$ cat src/rtl/player_physics.sv
// Player movement: horizontal walk, jump arc under gravity, timed smash and landing recovery.
// All motion advances once per video frame on frame_tick.
module player_physics #(
   parameter int START_X      = 230,
   parameter int X_MIN        = 170,
   parameter int X_MAX        = 310,
   parameter int GROUND_Y     = 220,
   parameter int MOVE_SPEED   = 2,
   parameter int JUMP_V0      = 12,
   parameter int GRAVITY      = 1,
   parameter int SMASH_FRAMES = 8,
   parameter int LAND_FRAMES  = 4
) (
   input  logic       clk,
   input  logic       rst_n,
   input  logic       frame_tick,
   input  logic       move_left,
   input  logic       move_right,
   input  logic       jump,
   input  logic       smash,
   output logic [9:0] pos_x,
   output logic [9:0] pos_y,
   output logic [1:0] state,
   output logic       smash_active,
   output logic       jump_start
);

   typedef enum logic [1:0] {
      GROUND = 2'd0,
      AIR    = 2'd1,
      SMASH  = 2'd2,
      LAND   = 2'd3
   } state_t;

   localparam logic [10:0] XMIN = 11'(X_MIN);
   localparam logic [10:0] XMAX = 11'(X_MAX);
   localparam logic [10:0] MV   = 11'(MOVE_SPEED);
   localparam logic [10:0] GY   = 11'(GROUND_Y);
   localparam logic [9:0]  SX   = 10'(START_X);
   localparam logic [9:0]  GY10 = 10'(GROUND_Y);
   localparam logic [5:0]  JV   = 6'(-JUMP_V0);
   localparam logic [6:0]  GR   = 7'(GRAVITY);
   localparam logic [7:0]  SLST = 8'(SMASH_FRAMES - 1);
   localparam logic [7:0]  LLST = 8'(LAND_FRAMES - 1);

   state_t             st;
   logic signed [5:0]  vy;
   logic [7:0]         cnt;

   logic [10:0]        px;
   logic [10:0]        xl;
   logic [10:0]        xr;
   logic [10:0]        nx;
   logic [10:0]        ny;
   logic signed [6:0]  vs;
   logic signed [5:0]  vy_n;
   logic               land;
   logic [9:0]         air_y;

   // Horizontal step, clamped to the court half without wrap-around.
   always_comb begin
      px = {1'b0, pos_x};
      xl = px - MV;
      xr = px + MV;
      nx = px;
      if (move_left && !move_right)
         nx = (px < XMIN + MV) ? XMIN : xl;
      else if (move_right && !move_left)
         nx = (xr > XMAX) ? XMAX : xr;
   end

   // Vertical step: 11-bit signed y, saturating 6-bit velocity.
   always_comb begin
      ny = {1'b0, pos_y} + {{5{vy[5]}}, vy};
      vs = {vy[5], vy} + GR;
      vy_n = vs[5:0];
      if (vs > 7'sd15)
         vy_n = 6'sd15;
      else if (vs < -7'sd16)
         vy_n = -6'sd16;
      land = !ny[10] && (ny >= GY);
      air_y = ny[9:0];
      if (land)
         air_y = GY10;
      else if (ny[10])
         air_y = 10'd0;
   end

   assign state = st;

   always_ff @(posedge clk or negedge rst_n) begin
      if (!rst_n) begin
         st           <= GROUND;
         pos_x        <= SX;
         pos_y        <= GY10;
         vy           <= 6'sd0;
         cnt          <= 8'd0;
         smash_active <= 1'b0;
         jump_start   <= 1'b0;
      end else begin
         jump_start <= 1'b0;
         if (frame_tick) begin
            unique case (st)
               GROUND: begin
                  pos_x <= nx[9:0];
                  if (jump) begin
                     vy         <= JV;
                     st         <= AIR;
                     jump_start <= 1'b1;
                  end
               end
               AIR: begin
                  pos_x <= nx[9:0];
                  pos_y <= air_y;
                  vy    <= vy_n;
                  if (land) begin
                     vy  <= 6'sd0;
                     cnt <= 8'd0;
                     st  <= LAND;
                  end else if (smash) begin
                     cnt          <= 8'd0;
                     st           <= SMASH;
                     smash_active <= 1'b1;
                  end
               end
               SMASH: begin
                  pos_y <= air_y;
                  vy    <= vy_n;
                  if (land) begin
                     vy           <= 6'sd0;
                     cnt          <= 8'd0;
                     st           <= LAND;
                     smash_active <= 1'b0;
                  end else if (cnt == SLST) begin
                     st           <= AIR;
                     smash_active <= 1'b0;
                  end else begin
                     cnt <= cnt + 8'd1;
                  end
               end
               LAND: begin
                  pos_x <= nx[9:0];
                  if (cnt == LLST) begin
                     cnt <= 8'd0;
                     st  <= GROUND;
                  end else begin
                     cnt <= cnt + 8'd1;
                  end
               end
               default: st <= GROUND;
            endcase
         end
      end
   end

endmodule

$ cat config.mk
export PLATFORM = sky130hd
export DESIGN_NAME = player_physics
export DESIGN_NICKNAME = d
export VERILOG_FILES = /design/src/rtl/player_physics.sv
export SDC_FILE = /design/constraint.sdc
export NUM_CORES = 1
export LEC_CHECK = 0
export CAP_MARGIN = 0
export CORE_ASPECT_RATIO = 1.75
export CORE_UTILIZATION = 25
export DETAILED_ROUTE_END_ITERATION = 8
export PLACE_DENSITY = 0.46
export SYNTH_ARGS = -nofsm -noshare
export SYNTH_HDL_FRONTEND = slang
export SYNTH_SLANG_ARGS = --single-unit
$ cat constraint.sdc
create_clock -name clk -period 5.95 [get_ports clk]
set_clock_uncertainty 0.05 [all_clocks]
set_input_delay 0.8925 -clock clk [delete_from_list [all_inputs] [get_ports clk]]
set_output_delay 0.8925 -clock clk [all_outputs]
set_load 0.03 [all_outputs]
# Word-level counts from Yosys, hierarchy flattened

Cells that the tools add are included.
Widths: inputs -> output; s select.

Equality and inequality tests: 12
Multiplexer cells: 32
Magnitude comparators: 5
$add $sub $neg: 5
Reduce and logical (&&, ||, !) cells: 19

Operators by type and width:

| operator              | count |
|---|---|
| $mux 10               | 6 |
| $mux 8                | 5 |
| $mux 6                | 4 |
| $pmux 8 s3            | 1 |
| $mux 2                | 6 |
| $pmux 6 s2            | 1 |
| $add 10x11->11        | 1 |
| $add 10x2->11 const B | 1 |
| $ge 11x8->1 const B   | 1 |
| $gt 11x9->1 const B   | 1 |
| $lt 10x8->1 const B   | 1 |
| $reduce_and 5->1      | 2 |
| $sub 10x2->10 const B | 1 |
| $ne 3x3->1 const B    | 3 |
| $add 8x1->8 const B   | 1 |
| $eq 8x2->1 const B    | 1 |
| $eq 8x3->1 const B    | 1 |
| $ne 2x2->1 const B    | 4 |
| $pmux 2 s4            | 1 |
| $add 6x2->7 const B   | 1 |
| $gt 7x5->1 const B    | 1 |
| $lt 7x5->1 const B    | 1 |
| $mux 1                | 7 |
| $reduce_and 3->1      | 2 |
| 12 further kinds      | 19 |

Register bits after elaboration: 38
Logic and storage cells: 80
Input bits: 7
Output and inout port bits: 24

# Logic depth before layout (Yosys ltp)

Word-level depth: 6
Mapped depth: 12
Mapped depth without buffers: 10

# Worst setup path after synthesis

OpenSTA, ideal clock, no wires.

Path kind: register to register
Start point: reg pos_y[0]
End point: reg cnt[3]
Cell stages (with the launch flop): 12
Data arrival time: 3.092 ns
Buffers on the path: 1
Slack: 2.687 ns
Required time: 5.779 ns
Cell sequence: dfrtp_1 ha_1 fa_1 xnor2_1 o32a_1 a2bb2oi_1 nor2_1 o32a_1 buf_6 o41ai_4 o21ai_0 a22o_1

Cells in the longest elaborated chain, start to end: 5
Elaborated cells on any way between the ends: 10
Classes of those cells: add/sub: 1; order compare: 1; eq/ne: 2; mux: 3; reduce/logical: 3

RTL lines:

| element                                                                | RTL line | text |
|---|---|---|
| from (decl)                                                            | 22       | `output logic [9:0] pos_y,` |
| from (signal assigned)                                                 | 114      | `pos_y <= air_y;` |
| from (signal assigned)                                                 | 127      | `pos_y <= air_y;` |
| $add 10x11->11 *                                                       | 74       | `ny = {1'b0, pos_y} + {{5{vy[5]}}, vy};` |
| $ge 11x8->1 / $logic_not 1->1 (equally long branches)                  | 81       | `land = !ny[10] && (ny >= GY);` |
| $logic_and 1x1->1 *                                                    | 81       |  |
| $ne 3x3->1 (no source line), or another cell as far along              | --       |  |
| $reduce_and 4->1 (no source line) / $pmux 8 s3 (equally long branches) | --       |  |
| to (signal assigned)                                                   | 138      | `cnt <= cnt + 8'd1;` |
| to (signal assigned)                                                   | 147      | `cnt <= cnt + 8'd1;` |
| to (decl)                                                              | 48       | `logic [7:0] cnt;` |

Every way passes the cells marked *; elsewhere a longest branch is shown, timed or not.
A chain may end at the register's enable or synchronous reset.

# Worst setup path after layout

Start point: reg vy[0]
End point: reg cnt[4]

Cells in the longest elaborated chain, start to end: 5
Elaborated cells on any way between the ends: 10
Classes of those cells: add/sub: 1; order compare: 1; eq/ne: 2; mux: 3; reduce/logical: 3

RTL lines:

| element                                                                | RTL line | text |
|---|---|---|
| from (decl)                                                            | 47       | `logic signed [5:0] vy;` |
| from (signal assigned)                                                 | 115      | `vy <= vy_n;` |
| from (signal assigned)                                                 | 128      | `vy <= vy_n;` |
| $add 10x11->11 *                                                       | 74       |  |
| $ge 11x8->1 / $logic_not 1->1 (equally long branches)                  | 81       |  |
| $logic_and 1x1->1 *                                                    | 81       |  |
| $ne 3x3->1 (no source line), or another cell as far along              | --       |  |
| $reduce_and 4->1 (no source line) / $pmux 8 s3 (equally long branches) | --       |  |

Marks and branches as above.

==> impl_metrics.py <==
metrics = {
    "outcome": {
        "status": "finished, violations left",
        "violations": "DRC",
    },
    "timing": {
        "final_hold_viol_count": 0,
        "tns_ns": 0,
        "period_share_pct": 60.3,
        "fin_crit_ns": 3.59,
        "worst_slew_pin_slew_ns": 0.889,
        "slew_headroom_pct": 40.7,
        "rsz0062_at_grt": "false",
        "finalMaxSlewViolations": 0,
        "fmax_mhz": 279,
        "setup_viol": 0,
    },
    "layout": {
        "layout_common_cells": "29 x a21oi_1, 28 x o21ai_0, 28 x clkdlybuf4s50_1, 27 x dfrtp_1",
        "drive_above_1_share_pct": 10.0,
        "antennaDiodeCount": 0,
        "layout_commonest_cell": "a21oi_1",
        "finalNetCount": 396,
        "syn_to_final_growth_pct": 17.8,
    },
    "grt": {
        "grt_overflow": 0,
        "grt_pass1_vias": 2849,
        "grt_max_degree": 38,
        "grt_use_total_pct": 13.7,
        "grt_pass1_wl_um": 13500,
        "grt_antenna_before_repair": 0,
    },
    "setup_path": {
        "cp_data_arrival_time_ns": 3.71,
        "crit_required_ns": 6.07,
        "cp_cell_sequence": "ha_1 > fa_1 > a21oi_1 > o21ai_0 > a21oi_1 > xor2_1 > o32a_1 > o41ai_4 > o21ai_0 > a22o_1",
        "critical_path_class": "reg -> reg",
        "start_kind": "flip-flop",
        "cp_num_buf_inv": 0,
        "end_kind": "flip-flop",
        "crit_family": "compound AO/OA/AOI/OAI gates",
        "r2r_setup_slack_ns": 2.36,
        "cp_slowest_cell": "o41ai_4",
        "max_stage_delay_ns": 0.59,
        "worstPathMaxFanout": 10,
    },
    "synth": {
        "synth_cell_type_count": 66,
        "synth_edf_count": 0,
        "synth.area.top_cells": "dfrtp_1 23%, dfstp_2 8.8%, ha_1 8.4%",
        "synth_ff_type": "dfrtp_1",
        "yosysSeqAreaShare_pct": 31.5,
        "yosys.area.top_type": "dfrtp_1",
        "syn_nets": 377,
        "syn_area_um2": 2980,
        "synth_seq_cells": 37,
        "async_reset_ff_share_pct": 100,
        "yosys.area.top_type_share_pct": 22.7,
        "syn_avg_cell_area_um2": 8.54,
        "synthCells": 349,
        "yosysWarningCount": 0,
    },
    "die": {
        "ios": 31,
        "num_rows": 52,
        "design.die.area_um2": 12400,
        "fp.dieW_um": 84.5,
        "design.core.area_um2": 11600,
        "initial_core_util_pct": 25.7,
        "die_h_um": 146,
    },
    "detailed_routing": {
        "via_per_inst": 5.48,
        "drt_iter0_markers": 101,
        "antenna_left": 0,
        "wl_um": 8180,
        "wire_per_inst_um": 16.2,
        "firstDrtPassIters": 6,
        "remaining_drc_errors": 4,
        "num_vias": 2763,
    },
    "clocking": {
        "hold_buffers": 0,
        "cts_buffer_depth": 2,
        "htreeDepth": 2,
        "post_cts_buffers": 0,
        "clock-sinks": 37,
        "cts_resized": 0,
        "cts_buffers": 5,
        "clk_pin_slew_worst_paths_ns": 0.07,
        "clkLatencyLatePin_ns": 0.29,
        "cts_root_buffer": "clkbuf_16",
        "cts_tree": "done",
    },
    "power": {
        "switching_share_pct": 49.5,
        "combPwrFrac_pct": 60.9,
        "seqPwrFrac_pct": 25.7,
        "fin_total_pwr_mw": 2.08,
        "p_leak_nw": 1.48,
        "max-vdd-ir-drop_mv": 0.255,
        "power.internal_mw": 1.05,
        "power_frac_clock_pct": 13.4,
        "switching_power_mw": 1.03,
        "p_per_area_nw_per_um2": 592,
    },
    "hold_path": {
        "hp-class": "reg -> reg",
    },
    "place": {
        "io_buffers": 29,
        "globalplace.congestion": 0.863,
        "dp_hpwl_um": 6290,
    },
    "job": {
        "maxCapViolations": 0,
    },
}
## through the flow
step | hold WS (ns) | instance area [um2] | std cells | worst slack, ns | util (%)
global placement | 0.457 | 3360 | 496 | 2.44 | 29.0
global route | 0.492 | 3510 | 504 | 2.13 | 30.3
floorplan | 0.422 | 2980 | 349 | 2.69 | -
CTS | 0.476 | 3510 | 504 | 2.38 | 30.3
detailed placement | 0.468 | 3360 | 496 | 2.39 | 29.0
finish | 0.468 | 3510 | 504 | 2.36 | 30.3
## worst reg2reg max path, stage by stage, from the launching register on
cell	delay, ns
dfrtp_1	0.47
ha_1	0.26
fa_1	0.41
a21oi_1	0.30
o21ai_0	0.14
a21oi_1	0.19
xor2_1	0.10
o32a_1	0.51
o41ai_4	0.59
o21ai_0	0.19
a22o_1	0.26
## per-layer routing
layer	global-route usage [%]	vias up	share of wire [%]
li1	-	1330	-
met4	8.56	0	4.2
met2	26.8	69	56
met1	13.4	1341	38
met3	1.36	23	2.1
met5	0	-	0
## power groups by stage
stage	registers [mW]	logic, mW	clock network, mW
after floorplan	0.576	0.882	0
after CTS	0.535	1.28	0.289
after global placement	0.539	1.26	0
after global routing	0.556	1.40	0.296
after detailed placement	0.538	1.27	0
final	0.535	1.27	0.278
## kinds of logic after synthesis
kind of cell,share of synthesized area (%)
AO/OA/AOI/OAI,31.0
XOR/XNOR,2.94
adder cells (fa/ha/maj),9.40
buffers and inverters,5.42
flip-flops,31.5
multiplexers,0.714
other,0.126
AND/OR/NAND/NOR,18.9
## final cells by class
| class | count | area [um2] |
|---|---|---|
| clock buffer | 6 | 139 |
| clock inverter | 2 | 13.8 |
| fill | 1252 | 8070 |
| inverter | 21 | 78.8 |
| multi-input combinational | 273 | 1880 |
| sequential | 37 | 938 |
| tap | 135 | 169 |
| timing repair buffer | 30 | 293 |
## synthesized netlist by cell type, types with 8 or more instances
master	instances
a211oi_1	10
a21o_1	8
a21oi_1	29
a22o_1	10
clkbuf_1	13
dfrtp_1	27
dfstp_2	10
ha_1	20
inv_1	20
nand2_1	21
nand3_1	15
nor2_1	21
nor3_1	9
o21ai_0	28
## sequential cells by signal, indices dropped and copies added (netlist names)
signal,count
state,2
pos_y,10
smash_active,1
pos_x,9
jump_start,1
cnt,8
vy,6
## worst paths after layout
check / startpoint / end / cells past startpoint
setup / recovery: vy[0] / cnt[4] / 10
hold / removal: cnt[7] / cnt[7] / 1
setup reg to reg: vy[0] / cnt[4] / 10
hold reg to reg: cnt[7] / cnt[7] / 1
max in group asynchronous: rst_n / cnt[5] / 1
min in group asynchronous: rst_n / pos_y[9] / 1
No activity file was read; power rests on OpenSTA's default activity.
